File: config.mk
export PLATFORM = sky130hd
export DESIGN_NAME = sram_ctrl_flat
export DESIGN_NICKNAME = d
export VERILOG_FILES = /design/src/rtl/sram_ctrl_if.sv /design/src/rtl/sram_ctrl.sv /design/src/flat_wrapper.sv
export SDC_FILE = /design/constraint.sdc
export NUM_CORES = 1
export LEC_CHECK = 0
export CAP_MARGIN = 20
export CORE_ASPECT_RATIO = 0.6
export CORE_UTILIZATION = 41
export CTS_CLUSTER_DIAMETER = 30
export DETAILED_ROUTE_END_ITERATION = 10
export GPL_ROUTABILITY_DRIVEN = 1
export PLACE_DENSITY = 0.85
export SYNTH_ARGS = -nofsm -noshare
export SYNTH_HDL_FRONTEND = slang
export SYNTH_SLANG_ARGS = --single-unit
File: constraint.sdc
create_clock -name i_clk -period 1.7 [get_ports i_clk]
set_input_delay 0.34 -clock i_clk [delete_from_list [all_inputs] [get_ports i_clk]]
set_output_delay 0.34 -clock i_clk [all_outputs]
set_load 0.01 [all_outputs]
File: src/rtl/sram_ctrl_if.sv
// Request/response bus between the datapath and the SRAM controller.
// The master issues commands; the slave (controller) returns completion and read data.
interface sram_ctrl_if #(
  parameter int ADDR_W = 11,
  parameter int DATA_W = 8
);
  logic              req_valid;
  logic              req_ready;
  logic              req_write;
  logic [ADDR_W-1:0] req_addr;
  logic [DATA_W-1:0] req_wdata;
  logic              done;
  logic [DATA_W-1:0] rd_data;

  modport master (
    output req_valid, req_write, req_addr, req_wdata,
    input  req_ready, done, rd_data
  );

  modport slave (
    input  req_valid, req_write, req_addr, req_wdata,
    output req_ready, done, rd_data
  );
endinterface

File: src/rtl/sram_ctrl.sv
// Front end for the 2K x 8 asynchronous SRAM: one command per handshake,
// strobes sequenced as setup / pulse / hold, all outputs registered.
module sram_ctrl #(
  parameter int ADDR_W   = 11,
  parameter int DATA_W   = 8,
  parameter int WR_PULSE = 2,
  parameter int RD_WAIT  = 2
) (
  input  logic              i_clk,
  input  logic              i_rst_n,
  sram_ctrl_if.slave        req,
  output logic [ADDR_W-1:0] o_sram_addr,
  output logic [DATA_W-1:0] o_sram_din,
  input  logic [DATA_W-1:0] i_sram_dout,
  output logic              o_sram_ce_n,
  output logic              o_sram_we_n,
  output logic              o_sram_oe_n
);

  localparam int MAX_CNT = (WR_PULSE > RD_WAIT) ? WR_PULSE : RD_WAIT;
  localparam int CNT_W   = $clog2(MAX_CNT) + 1;

  typedef enum logic [2:0] {
    S_IDLE, S_WSETUP, S_WPULSE, S_WHOLD, S_RACC, S_RDONE
  } state_t;

  state_t            r_state;
  state_t            w_state_nxt;
  logic [CNT_W-1:0]  r_cnt;
  logic [CNT_W-1:0]  w_cnt_nxt;
  logic              w_accept;

  logic              r_ready;
  logic              r_done;
  logic [DATA_W-1:0] r_rd_data;
  logic [ADDR_W-1:0] r_sram_addr;
  logic [DATA_W-1:0] r_sram_din;
  logic              r_ce_n;
  logic              r_we_n;
  logic              r_oe_n;

  logic              w_ready_nxt;
  logic              w_done_nxt;
  logic              w_ce_n_nxt;
  logic              w_we_n_nxt;
  logic              w_oe_n_nxt;

  always_ff @(posedge i_clk) begin
    if (!i_rst_n) begin
      r_state <= S_IDLE;
      r_cnt   <= '0;
    end else begin
      r_state <= w_state_nxt;
      r_cnt   <= w_cnt_nxt;
    end
  end

  always_comb begin
    w_state_nxt = r_state;
    w_cnt_nxt   = r_cnt;
    w_accept    = 1'b0;
    case (r_state)
      S_IDLE: begin
        if (req.req_valid) begin
          w_accept = 1'b1;
          if (req.req_write) begin
            w_state_nxt = S_WSETUP;
          end else begin
            w_state_nxt = S_RACC;
            w_cnt_nxt   = CNT_W'(RD_WAIT - 1);
          end
        end
      end
      S_WSETUP: begin
        w_state_nxt = S_WPULSE;
        w_cnt_nxt   = CNT_W'(WR_PULSE - 1);
      end
      S_WPULSE: begin
        if (r_cnt == '0) w_state_nxt = S_WHOLD;
        else             w_cnt_nxt   = r_cnt - 1'b1;
      end
      S_WHOLD: w_state_nxt = S_IDLE;
      S_RACC: begin
        if (r_cnt == '0) w_state_nxt = S_RDONE;
        else             w_cnt_nxt   = r_cnt - 1'b1;
      end
      S_RDONE: w_state_nxt = S_IDLE;
      default: w_state_nxt = S_IDLE;
    endcase
  end

  // Outputs are decoded from the next state so the registered pins line up with the state.
  always_comb begin
    w_ready_nxt = (w_state_nxt == S_IDLE);
    w_done_nxt  = (w_state_nxt == S_WHOLD) || (w_state_nxt == S_RDONE);
    w_ce_n_nxt  = !((w_state_nxt == S_WSETUP) || (w_state_nxt == S_WPULSE) ||
                    (w_state_nxt == S_WHOLD)  || (w_state_nxt == S_RACC));
    w_we_n_nxt  = (w_state_nxt != S_WPULSE);
    w_oe_n_nxt  = (w_state_nxt != S_RACC);
  end

  always_ff @(posedge i_clk) begin
    if (!i_rst_n) begin
      r_ready     <= 1'b1;
      r_done      <= 1'b0;
      r_rd_data   <= '0;
      r_sram_addr <= '0;
      r_sram_din  <= '0;
      r_ce_n      <= 1'b1;
      r_we_n      <= 1'b1;
      r_oe_n      <= 1'b1;
    end else begin
      r_ready <= w_ready_nxt;
      r_done  <= w_done_nxt;
      r_ce_n  <= w_ce_n_nxt;
      r_we_n  <= w_we_n_nxt;
      r_oe_n  <= w_oe_n_nxt;
      if (w_accept) begin
        r_sram_addr <= req.req_addr;
        r_sram_din  <= req.req_wdata;
      end
      if ((r_state == S_RACC) && (r_cnt == '0)) r_rd_data <= i_sram_dout;
    end
  end

  assign req.req_ready = r_ready;
  assign req.done      = r_done;
  assign req.rd_data   = r_rd_data;
  assign o_sram_addr   = r_sram_addr;
  assign o_sram_din    = r_sram_din;
  assign o_sram_ce_n   = r_ce_n;
  assign o_sram_we_n   = r_we_n;
  assign o_sram_oe_n   = r_oe_n;

endmodule

File: src/flat_wrapper.sv
// flat-port wrapper written by rule: the top's interface ports become plain ports
module sram_ctrl_flat 
#(
  parameter int ADDR_W   = 11,
  parameter int DATA_W   = 8,
  parameter int WR_PULSE = 2,
  parameter int RD_WAIT  = 2
)
  (i_clk, i_rst_n, o_sram_addr, o_sram_din, i_sram_dout, o_sram_ce_n, o_sram_we_n, o_sram_oe_n, req_req_valid, req_req_write, req_req_addr, req_req_wdata, req_req_ready, req_done, req_rd_data);
  sram_ctrl_if #(.ADDR_W(ADDR_W), .DATA_W(DATA_W)) req_i ();
  input  logic i_clk;
  input  logic i_rst_n;
  output logic [ADDR_W-1:0] o_sram_addr;
  output logic [DATA_W-1:0] o_sram_din;
  input  logic [DATA_W-1:0] i_sram_dout;
  output logic o_sram_ce_n;
  output logic o_sram_we_n;
  output logic o_sram_oe_n;
  input wire logic [$bits(req_i.req_valid)-1:0] req_req_valid;
  input wire logic [$bits(req_i.req_write)-1:0] req_req_write;
  input wire logic [$bits(req_i.req_addr)-1:0] req_req_addr;
  input wire logic [$bits(req_i.req_wdata)-1:0] req_req_wdata;
  output wire logic [$bits(req_i.req_ready)-1:0] req_req_ready;
  output wire logic [$bits(req_i.done)-1:0] req_done;
  output wire logic [$bits(req_i.rd_data)-1:0] req_rd_data;
  assign req_i.req_valid = req_req_valid;
  assign req_i.req_write = req_req_write;
  assign req_i.req_addr = req_req_addr;
  assign req_i.req_wdata = req_req_wdata;
  assign req_req_ready = req_i.req_ready;
  assign req_done = req_i.done;
  assign req_rd_data = req_i.rd_data;
  sram_ctrl #(.ADDR_W(ADDR_W), .DATA_W(DATA_W), .WR_PULSE(WR_PULSE), .RD_WAIT(RD_WAIT)) u_core (.i_clk(i_clk), .i_rst_n(i_rst_n), .req(req_i), .o_sram_addr(o_sram_addr), .o_sram_din(o_sram_din), .i_sram_dout(i_sram_dout), .o_sram_ce_n(o_sram_ce_n), .o_sram_we_n(o_sram_we_n), .o_sram_oe_n(o_sram_oe_n));
endmodule
==> results of run 1 <==
[cells in the mapped netlist]
| master | count | area [um2] |
|---|---|---|
| a211oi_1 | 1 | 7.51 |
| a21bo_2 | 1 | 10.0 |
| a21oi_1 | 28 | 140 |
| a2bb2oi_1 | 1 | 8.76 |
| a311oi_1 | 1 | 8.76 |
| a31oi_1 | 1 | 6.26 |
| and2_1 | 1 | 6.26 |
| and4_1 | 1 | 8.76 |
| and4bb_2 | 1 | 12.5 |
| buf_2 | 3 | 15.0 |
| buf_6 | 3 | 33.8 |
| clkbuf_1 | 5 | 18.8 |
| dfxtp_1 | 37 | 741 |
| ha_1 | 1 | 12.5 |
| inv_1 | 5 | 18.8 |
| nand2_1 | 54 | 203 |
| nand2b_1 | 1 | 6.26 |
| nand3b_1 | 1 | 7.51 |
| nand4b_1 | 1 | 8.76 |
| nand4bb_1 | 1 | 11.3 |
| nor2_1 | 3 | 11.3 |
| nor3_1 | 2 | 10.0 |
| nor4b_4 | 1 | 23.8 |
| o21a_1 | 1 | 7.51 |
| o21ai_0 | 2 | 10.0 |
| o31a_1 | 1 | 8.76 |
| o31ai_1 | 1 | 7.51 |
| o41ai_1 | 1 | 8.76 |
| or2_2 | 1 | 6.26 |
| or3b_2 | 1 | 8.76 |
| or4b_1 | 1 | 10.0 |
| xnor2_1 | 1 | 8.76 |
| xor2_1 | 1 | 8.76 |
[state kept, by name, indices dropped and copies added, names as in the netlist]
signal                cells
u_core.o_sram_addr       11
u_core.o_sram_ce_n        1
u_core.o_sram_din         8
u_core.o_sram_oe_n        1
u_core.o_sram_we_n        1
u_core.r_cnt              2
u_core.r_state            3
u_core.req.done           1
u_core.req.rd_data        8
u_core.req.req_ready      1
[layer usage]
layer  up-vias  GRT usage (%)
met1       606           24.5
met2        51           27.8
met5         -              0
met3         5           8.00
met4         0           9.43
li1        680              -
[how the worst max path moves through the flow]
stage	startpoint	endpoint	slack, ns	depth (start not counted)
after floorplan	u_core.r_state[1]	u_core.o_sram_addr[2]	0.33	5
after global placement	req_req_valid	u_core.o_sram_addr[7]	-0.02	5
after detailed placement	req_req_valid	u_core.o_sram_addr[2]	-0.05	5
after CTS	u_core.o_sram_addr[7]	o_sram_addr[7]	0.15	1
after global routing	u_core.o_sram_addr[7]	o_sram_addr[7]	0.13	1
final	u_core.o_sram_addr[7]	o_sram_addr[7]	0.17	1
[worst register-to-register path, cell delays in order (launching register included)]
cell and delay, ns:
dfxtp_1 0.58, xor2_1 0.22, and4_1 0.30, or2_2 0.29
[kinds of logic after synthesis]
| family | synth area share, % |
|---|---|
| buffers and inverters | 6.10 |
| xor gates and xnor gates | 1.24 |
| adders and majority gates | 0.884 |
| and+or+nand+nor | 23.6 |
| DFF | 52.3 |
| AOI/OAI and AO/OA | 15.8 |
[where the power goes]
group          switching [W]  total (W)  internal, W
sequential         0.0000707    0.00106     0.000989
combinational       0.000341   0.000743     0.000402
clock               0.000302   0.000780     0.000478
total               0.000714    0.00258      0.00187
[stage by stage]
stage / utilization (%) / std cells / setup slack, ns
floorplan: - / 165 / 0.331
global placement: 63.9 / 269 / -0.0183
detailed placement: 63.9 / 269 / -0.0527
CTS: 67.4 / 277 / 0.154
global route: 67.4 / 277 / 0.130
finish: 67.4 / 277 / 0.172
[cell type report]
class | count | area [um2] | share of cell area, %
tap | 45 | 56.3 | 2.54
clock buffer | 7 | 86.3 | 3.90
timing repair buffer | 70 | 693 | 31.3
multi-input combinational | 112 | 588 | 26.6
clock inverter | 1 | 30.0 | 1.36
sequential | 37 | 741 | 33.5
inverter | 5 | 18.8 | 0.848
==> impl_metrics.tcl, run 1 <==
set metrics [dict create \
    drive_above_1_share_pct 8.62 \
    setup_tns_ns 0 \
    diodes 0 \
    status "finished clean" \
    max_freq_ghz 0.655 \
    wl_met2_um 1410 \
    clk_latency_ns 0.29 \
    die_height_um 47.5 \
    firstDrtPassIters 4 \
    max_slew_margin_pct 71.4 \
    cp.required_ns 1.36 \
    top_layer "met4" \
    syn-num-nets 197 \
    layout_commonest_cell "clkdlybuf4s50_1" \
    seq_area_frac_synth_pct 52.3 \
    port_buffers 62 \
    path_cells "clkdlybuf4s50_1" \
    hold_class "flip-flop to flip-flop" \
    post_cts_buffers 0 \
    ant_nets 0 \
    crit_fanout 2 \
    finalHoldViolations 0 \
    area_growth_pct 56.4 \
    crit_type "flip-flop to output pin" \
    finalCriticalPeriod_ns 1.53 \
    wl_per_cell_um 12.2 \
    min-delay-start "u_core.req.rd_data[3]" \
    maxCapViolCount 0 \
    met3_length_um 320 \
    design.core.area_um2 3280 \
    mostFrequentLayoutCells "clkdlybuf4s50_1, nand2_1, dfxtp_1" \
    dp_hpwl_um 2380 \
    cts_sinks 37 \
    post-route-period-util_pct 89.9 \
    wl_met1_um 1610 \
    clock_path_buffers 2 \
    crit_family "buffers and inverters" \
    p_leak_nw 0.829 \
    rr_startpoint "u_core.r_state[2]" \
    hold_slack_ns 0.456 \
    clkTransAtPathRegs_ns 0.07 \
    synth_cell_types 33 \
    ios 63 \
    drt_iter0_drc 65 \
    powerDensity_nw_per_um2 1170 \
    yosysWarnings 0 \
    place_area_um2 2100 \
    hold_end "u_core.req.rd_data[3]" \
    reg2reg_depth 3 \
    cp-end-kind "output pin" \
    tritoncts "done" \
    cts-htree-levels 2 \
    rows 16 \
    via_count 1342 \
    grt_pass1_wl_um 5110 \
    numCtsBuffers 5 \
    start_util_pct 43.1 \
    finClkSkew_ns 0.00569 \
    gp_congestion 0.829 \
    total_power_w 0.00258 \
    cp_slowest_cell "clkdlybuf4s50_1" \
    syn_avg_cell_area_um2 8.58 \
    wl_um 3390 \
    cp_num_buf_inv 1 \
    ys_ff_latch 37 \
    grt_overflow 0 \
    fillers 270 \
    drt-vias-per-instance 4.84 \
    holdPathStages 2 \
    synthesis.area_um2 1420 \
    grt_max_degree 20 \
    peakVddDrop_mv 0.687 \
    die_w_um 77.8 \
    track_usage_pct 18.9 \
    rsz0062_at_grt "no" \
    synth_cells 165 \
    antenna_found_initial 0 \
    cts_resized 0 \
    cp_data_arrival_time_ns 1.19 \
    die_area_um2 3700 \
    ctsHoldBuffers 0 \
    nets 263 \
    finalSetupViolations 0 \
    cp-start-kind "flip-flop" \
    drc_errors 0 \
    slowest_delay_ns 0.54 \
    max_slew.worst_pin.slew_ns 0.429 \
    rrSetupSlack_ns 0.20 \
    clock-root-buffer "clkbuf_8" \
    grt_pass1_vias 1117 \
    drv_slew 0 \
    worstReg2RegEnd "u_core.r_state[0]" \
    final_area_um2 2210 \
]
(Power assumes the default switching activity.)
==> run 2: changes to the inputs <==
PLACE_DENSITY = 0.89   (was 0.85)
==> impl_metrics.tcl, run 2 (same netlist as run 1, synthesis figures left out) <==
set metrics [dict create \
    dp_hpwl_um 2380 \
    p_leak_nw 0.830 \
    die_area_um2 3700 \
    wl_um 3340 \
    design.core.area_um2 3280 \
    die_height_um 47.5 \
    max_slew.worst_pin.slew_ns 0.401 \
    status "finished clean" \
    cp-start-kind "flip-flop" \
    drt_iter0_drc 37 \
    post-route-period-util_pct 89.1 \
    reg2reg_depth 4 \
    max_freq_ghz 0.660 \
    crit_type "flip-flop to output pin" \
    grt_overflow 0 \
    drc_errors 0 \
    peakVddDrop_mv 0.902 \
    rows 16 \
    max_slew_margin_pct 73.1 \
    cp.required_ns 1.36 \
    firstDrtPassIters 4 \
    path_cells "clkdlybuf4s50_1" \
    rsz0062_at_grt "no" \
    ctsHoldBuffers 0 \
    crit_fanout 2 \
    clk_latency_ns 0.28 \
    port_buffers 62 \
    ios 63 \
    clock_path_buffers 2 \
    min-delay-start "u_core.req.rd_data[2]" \
    finClkSkew_ns 0.00332 \
    startpoint "u_core.o_sram_din[1]" \
    cts_resized 0 \
    grt_pass1_wl_um 5130 \
    hold_class "flip-flop to flip-flop" \
    cp_data_arrival_time_ns 1.17 \
    multiInputGateArea_um2 588 \
    cp-end-kind "output pin" \
    maxCapViolCount 0 \
    grt_pass1_vias 1179 \
    nets 264 \
    holdPathStages 2 \
    total_power_w 0.00248 \
    start_util_pct 43.1 \
    largest_reg_flops 11 \
    grt_max_degree 20 \
    tritoncts "done" \
    crit_family "buffers and inverters" \
    area_growth_pct 55.9 \
    wl_met1_um 1540 \
    via_count 1326 \
    drive_above_1_share_pct 9.44 \
    powerDensity_nw_per_um2 1120 \
    slowest_delay_ns 0.54 \
    ant_nets 0 \
    layout_commonest_cell "clkdlybuf4s50_1" \
    track_usage_pct 18.4 \
    seq_area_um2 741 \
    diodes 0 \
    finalCriticalPeriod_ns 1.51 \
    rrSetupSlack_ns 0.27 \
    worstReg2RegEnd "u_core.o_sram_addr[0]" \
    drv_slew 0 \
    wl_per_cell_um 12.0 \
    hold_end "u_core.req.rd_data[2]" \
    antenna_found_initial 0 \
    rr_startpoint "u_core.r_state[1]" \
    hold_slack_ns 0.455 \
    cts-htree-levels 2 \
    mostFrequentLayoutCells "clkdlybuf4s50_1, nand2_1, dfxtp_1" \
    drt-vias-per-instance 4.77 \
    cts_sinks 37 \
    finalHoldViolations 0 \
    cp_slowest_cell "clkdlybuf4s50_1" \
    met3_length_um 270 \
    fillers 291 \
    post_cts_buffers 0 \
    top_layer "met4" \
    wl_met2_um 1500 \
    clock-root-buffer "clkbuf_8" \
    finalSetupViolations 0 \
    cp_num_buf_inv 1 \
    die_w_um 77.8 \
    clkTransAtPathRegs_ns 0.07 \
    gp_congestion 0.789 \
    numCtsBuffers 5 \
]
run 2: how the worst max path moves through the flow:
stage / end / cells after the start / slack, ns
after detailed placement: u_core.o_sram_addr[0] / 5 / -0.06
after global placement: u_core.o_sram_addr[1] / 5 / -0.01
after floorplan: u_core.o_sram_addr[2] / 5 / 0.33
final: o_sram_din[1] / 1 / 0.19
after global routing: o_sram_addr[5] / 1 / 0.13
after CTS: o_sram_addr[5] / 1 / 0.18
run 2: tightest hold or removal path: cells and delay by family, from the launching register on:
family | cells | cell delay [ns]
DFF | 1 | 0.31
and+or+nand+nor | 1 | 0.05
AOI/OAI and AO/OA | 1 | 0.05
run 2: through the flow:
step	utilization, %	instances	instance area (um2)	TNS (ns)	setup slack [ns]
2_1_floorplan	-	165	1420	0	0.331
3_3_place_gp	64.1	270	2100	-0.0638	-0.0113
3_5_place_dp	64.1	270	2100	-0.588	-0.0555
4_1_cts	67.2	278	2210	0	0.178
5_1_grt	67.2	278	2210	0	0.135
6_report	67.2	278	2210	0	0.186
run 2: power by group:
part / total, W / leakage, nW / internal [W] / switching [W]
sequential: 0.00107 / 0.303 / 0.000989 / 0.0000843
clock: 0.000668 / 0.0542 / 0.000366 / 0.000301
combinational: 0.000739 / 0.473 / 0.000411 / 0.000329
total: 0.00248 / 0.830 / 0.00177 / 0.000714
run 2: cell type report:
type / count / area share (%)
multi-input cells: 112 / 26.7
clock buffers: 7 / 4.37
inverters: 5 / 0.851
flip-flops and latches: 37 / 33.6
repair buffers: 71 / 31.8
well taps: 45 / 2.55
clock inverters: 1 / 0.227
run 2: metal layers:
layer  global-route usage (%)  vias to the layer above
li1                         -                      682
met1                     21.4                      592
met2                     31.9                       48
met3                     7.05                        4
met4                     7.92                        0
met5                        0                        -
==> run 3: changes to the inputs <==
SLEW_MARGIN = 25   (was not set)
==> results of run 3 <==
No change in the layout: final DEF, timing and power equal those of run 2.
==> patch: new RTL, settings of run 1 <==
The 6 states of `state_t` get a one-hot encoding in 6 bits.
--- a/src/rtl/sram_ctrl.sv
+++ b/src/rtl/sram_ctrl.sv
@@ -20,8 +20,8 @@
   localparam int MAX_CNT = (WR_PULSE > RD_WAIT) ? WR_PULSE : RD_WAIT;
   localparam int CNT_W   = $clog2(MAX_CNT) + 1;
 
-  typedef enum logic [2:0] {
-    S_IDLE, S_WSETUP, S_WPULSE, S_WHOLD, S_RACC, S_RDONE
+  typedef enum logic [5:0] {
+    S_IDLE = 6'b000001, S_WSETUP = 6'b000010, S_WPULSE = 6'b000100, S_WHOLD = 6'b001000, S_RACC = 6'b010000, S_RDONE = 6'b100000
   } state_t;
 
   state_t            r_state;
Formal check against the unedited RTL: same outputs for any inputs over 10 cycles, from zero or initial values and one cycle with i_rst_n low; not proved beyond that.
==> patch against run 1 <==
Register-to-register slack worse by 0.06 ns. First-iteration DRC count shrank 25%. Cell area increased by 7.7%. Setup slack got worse by 0.031 ns. Fmax shrank 2.0%. Total power down 12%. Worst hold slack worse by 0.0026 ns. Sequential power is 4% lower. Non-clock buffer count unchanged. Routed wire length is 2.9% higher. Sequential cell count grew 3. Area after synthesis grew 10%. Clock power rose by 6.3%.
==> patch: results (changes against run 1) <==
Final GP Congestion -> 0.9340 (+13%)
Clock share of power -> 36.6% (+6.4 points)
Wirelength per Cell -> 12.11 µm (-1.0%)
Fraction of layout cells with a size suffix above 1 -> 11.11% (+2.5 points)
Crit path from -> u_core.r_state[0]$_SDFF_PN1_
Reg area -> 800.8 µm² (+8.1%)
1st-iter DRT viols -> 49 (-25%)
Hold_sp -> u_core.o_sram_addr[2]$_SDFFE_PN0P_
Length of routed wiring on met1 -> 1776 µm (+11%)
Synth Register Bits -> 40 (+8.1%)
Crit-path max FO -> 20 (+18)
Placed cell area -> 2248 µm² (+7.2%)
Worst Hold End -> u_core.o_sram_addr[2]$_SDFFE_PN0P_
Flop-to-flop setup slack -> 0.14 ns (-0.06 ns)
Outcome -> finished, final reports clean
Fraction of the yosys area taken by sequential cells -> 51.41% (-0.94 points)
Max VDD drop -> 0.6240 mV (-9.2%)
Final HPWL DP -> 2582 µm (+8.7%)
Hold slack -> 0.4534 ns (-0.002587 ns)
Leak -> 0.9767 nW (+18%)
Met3 Usage GRT -> 7.963% (-0.037 points)
Worst-margin pin slew -> 0.3395 ns (-0.08958 ns)
Worst Skew -> 0.004101 ns (-0.001585 ns)
Seq area share -> 33.60% (+0.13 points)
Syn Nets -> 206 (+4.6%)
Final net count -> 274 (+4.2%)
M2 GR Usage -> 28.47% (+0.68 points)
Yosys cell types -> 35 (+6.1%)
First-pass GRT wire length -> 5713 µm (+12%)
Met3 routed WL -> 292 µm (-8.8%)
[patch: cell count changes in the layout (fill, tap and decap cells not counted), sizes merged, moves of 3 or more]
cell and delta:
nor2 +11, mux2i +10, nand2 -8, a21oi -6, and3 +4, dfxtp +3
nand3 +3, nor2b +3
[patch: cell families (layout without fill, tap and decap cells)]
| kind of cell | count (synthesis) | in the layout | share of synthesized area [%] |
|---|---|---|---|
| simple gates | 79 | 79 | 24.18 |
| flops | 40 | 40 | 51.41 |
| compound gates | 29 | 29 | 11.65 |
| buf+inv | 14 | 83 | 4.979 |
| mux | 10 | 10 | 6.426 |
| fa+ha+maj | 1 | 1 | 0.8031 |
| xor+xnor | 1 | 1 | 0.5624 |
[patch: worst max-delay path, stage by stage (launching register included)]
cell and delay, ns:
dfxtp_1 0.41, nor2b_1 0.24, and3_2 0.29, and2_1 0.19, buf_12 0.16, nand2_1 0.06
a21oi_1 0.13
[patch: timing repair]
item,4_1_cts,5_1_grt
resized for setup,0,3
setup endpoints to repair,0,2
endpoints found under the hold margin,0,0
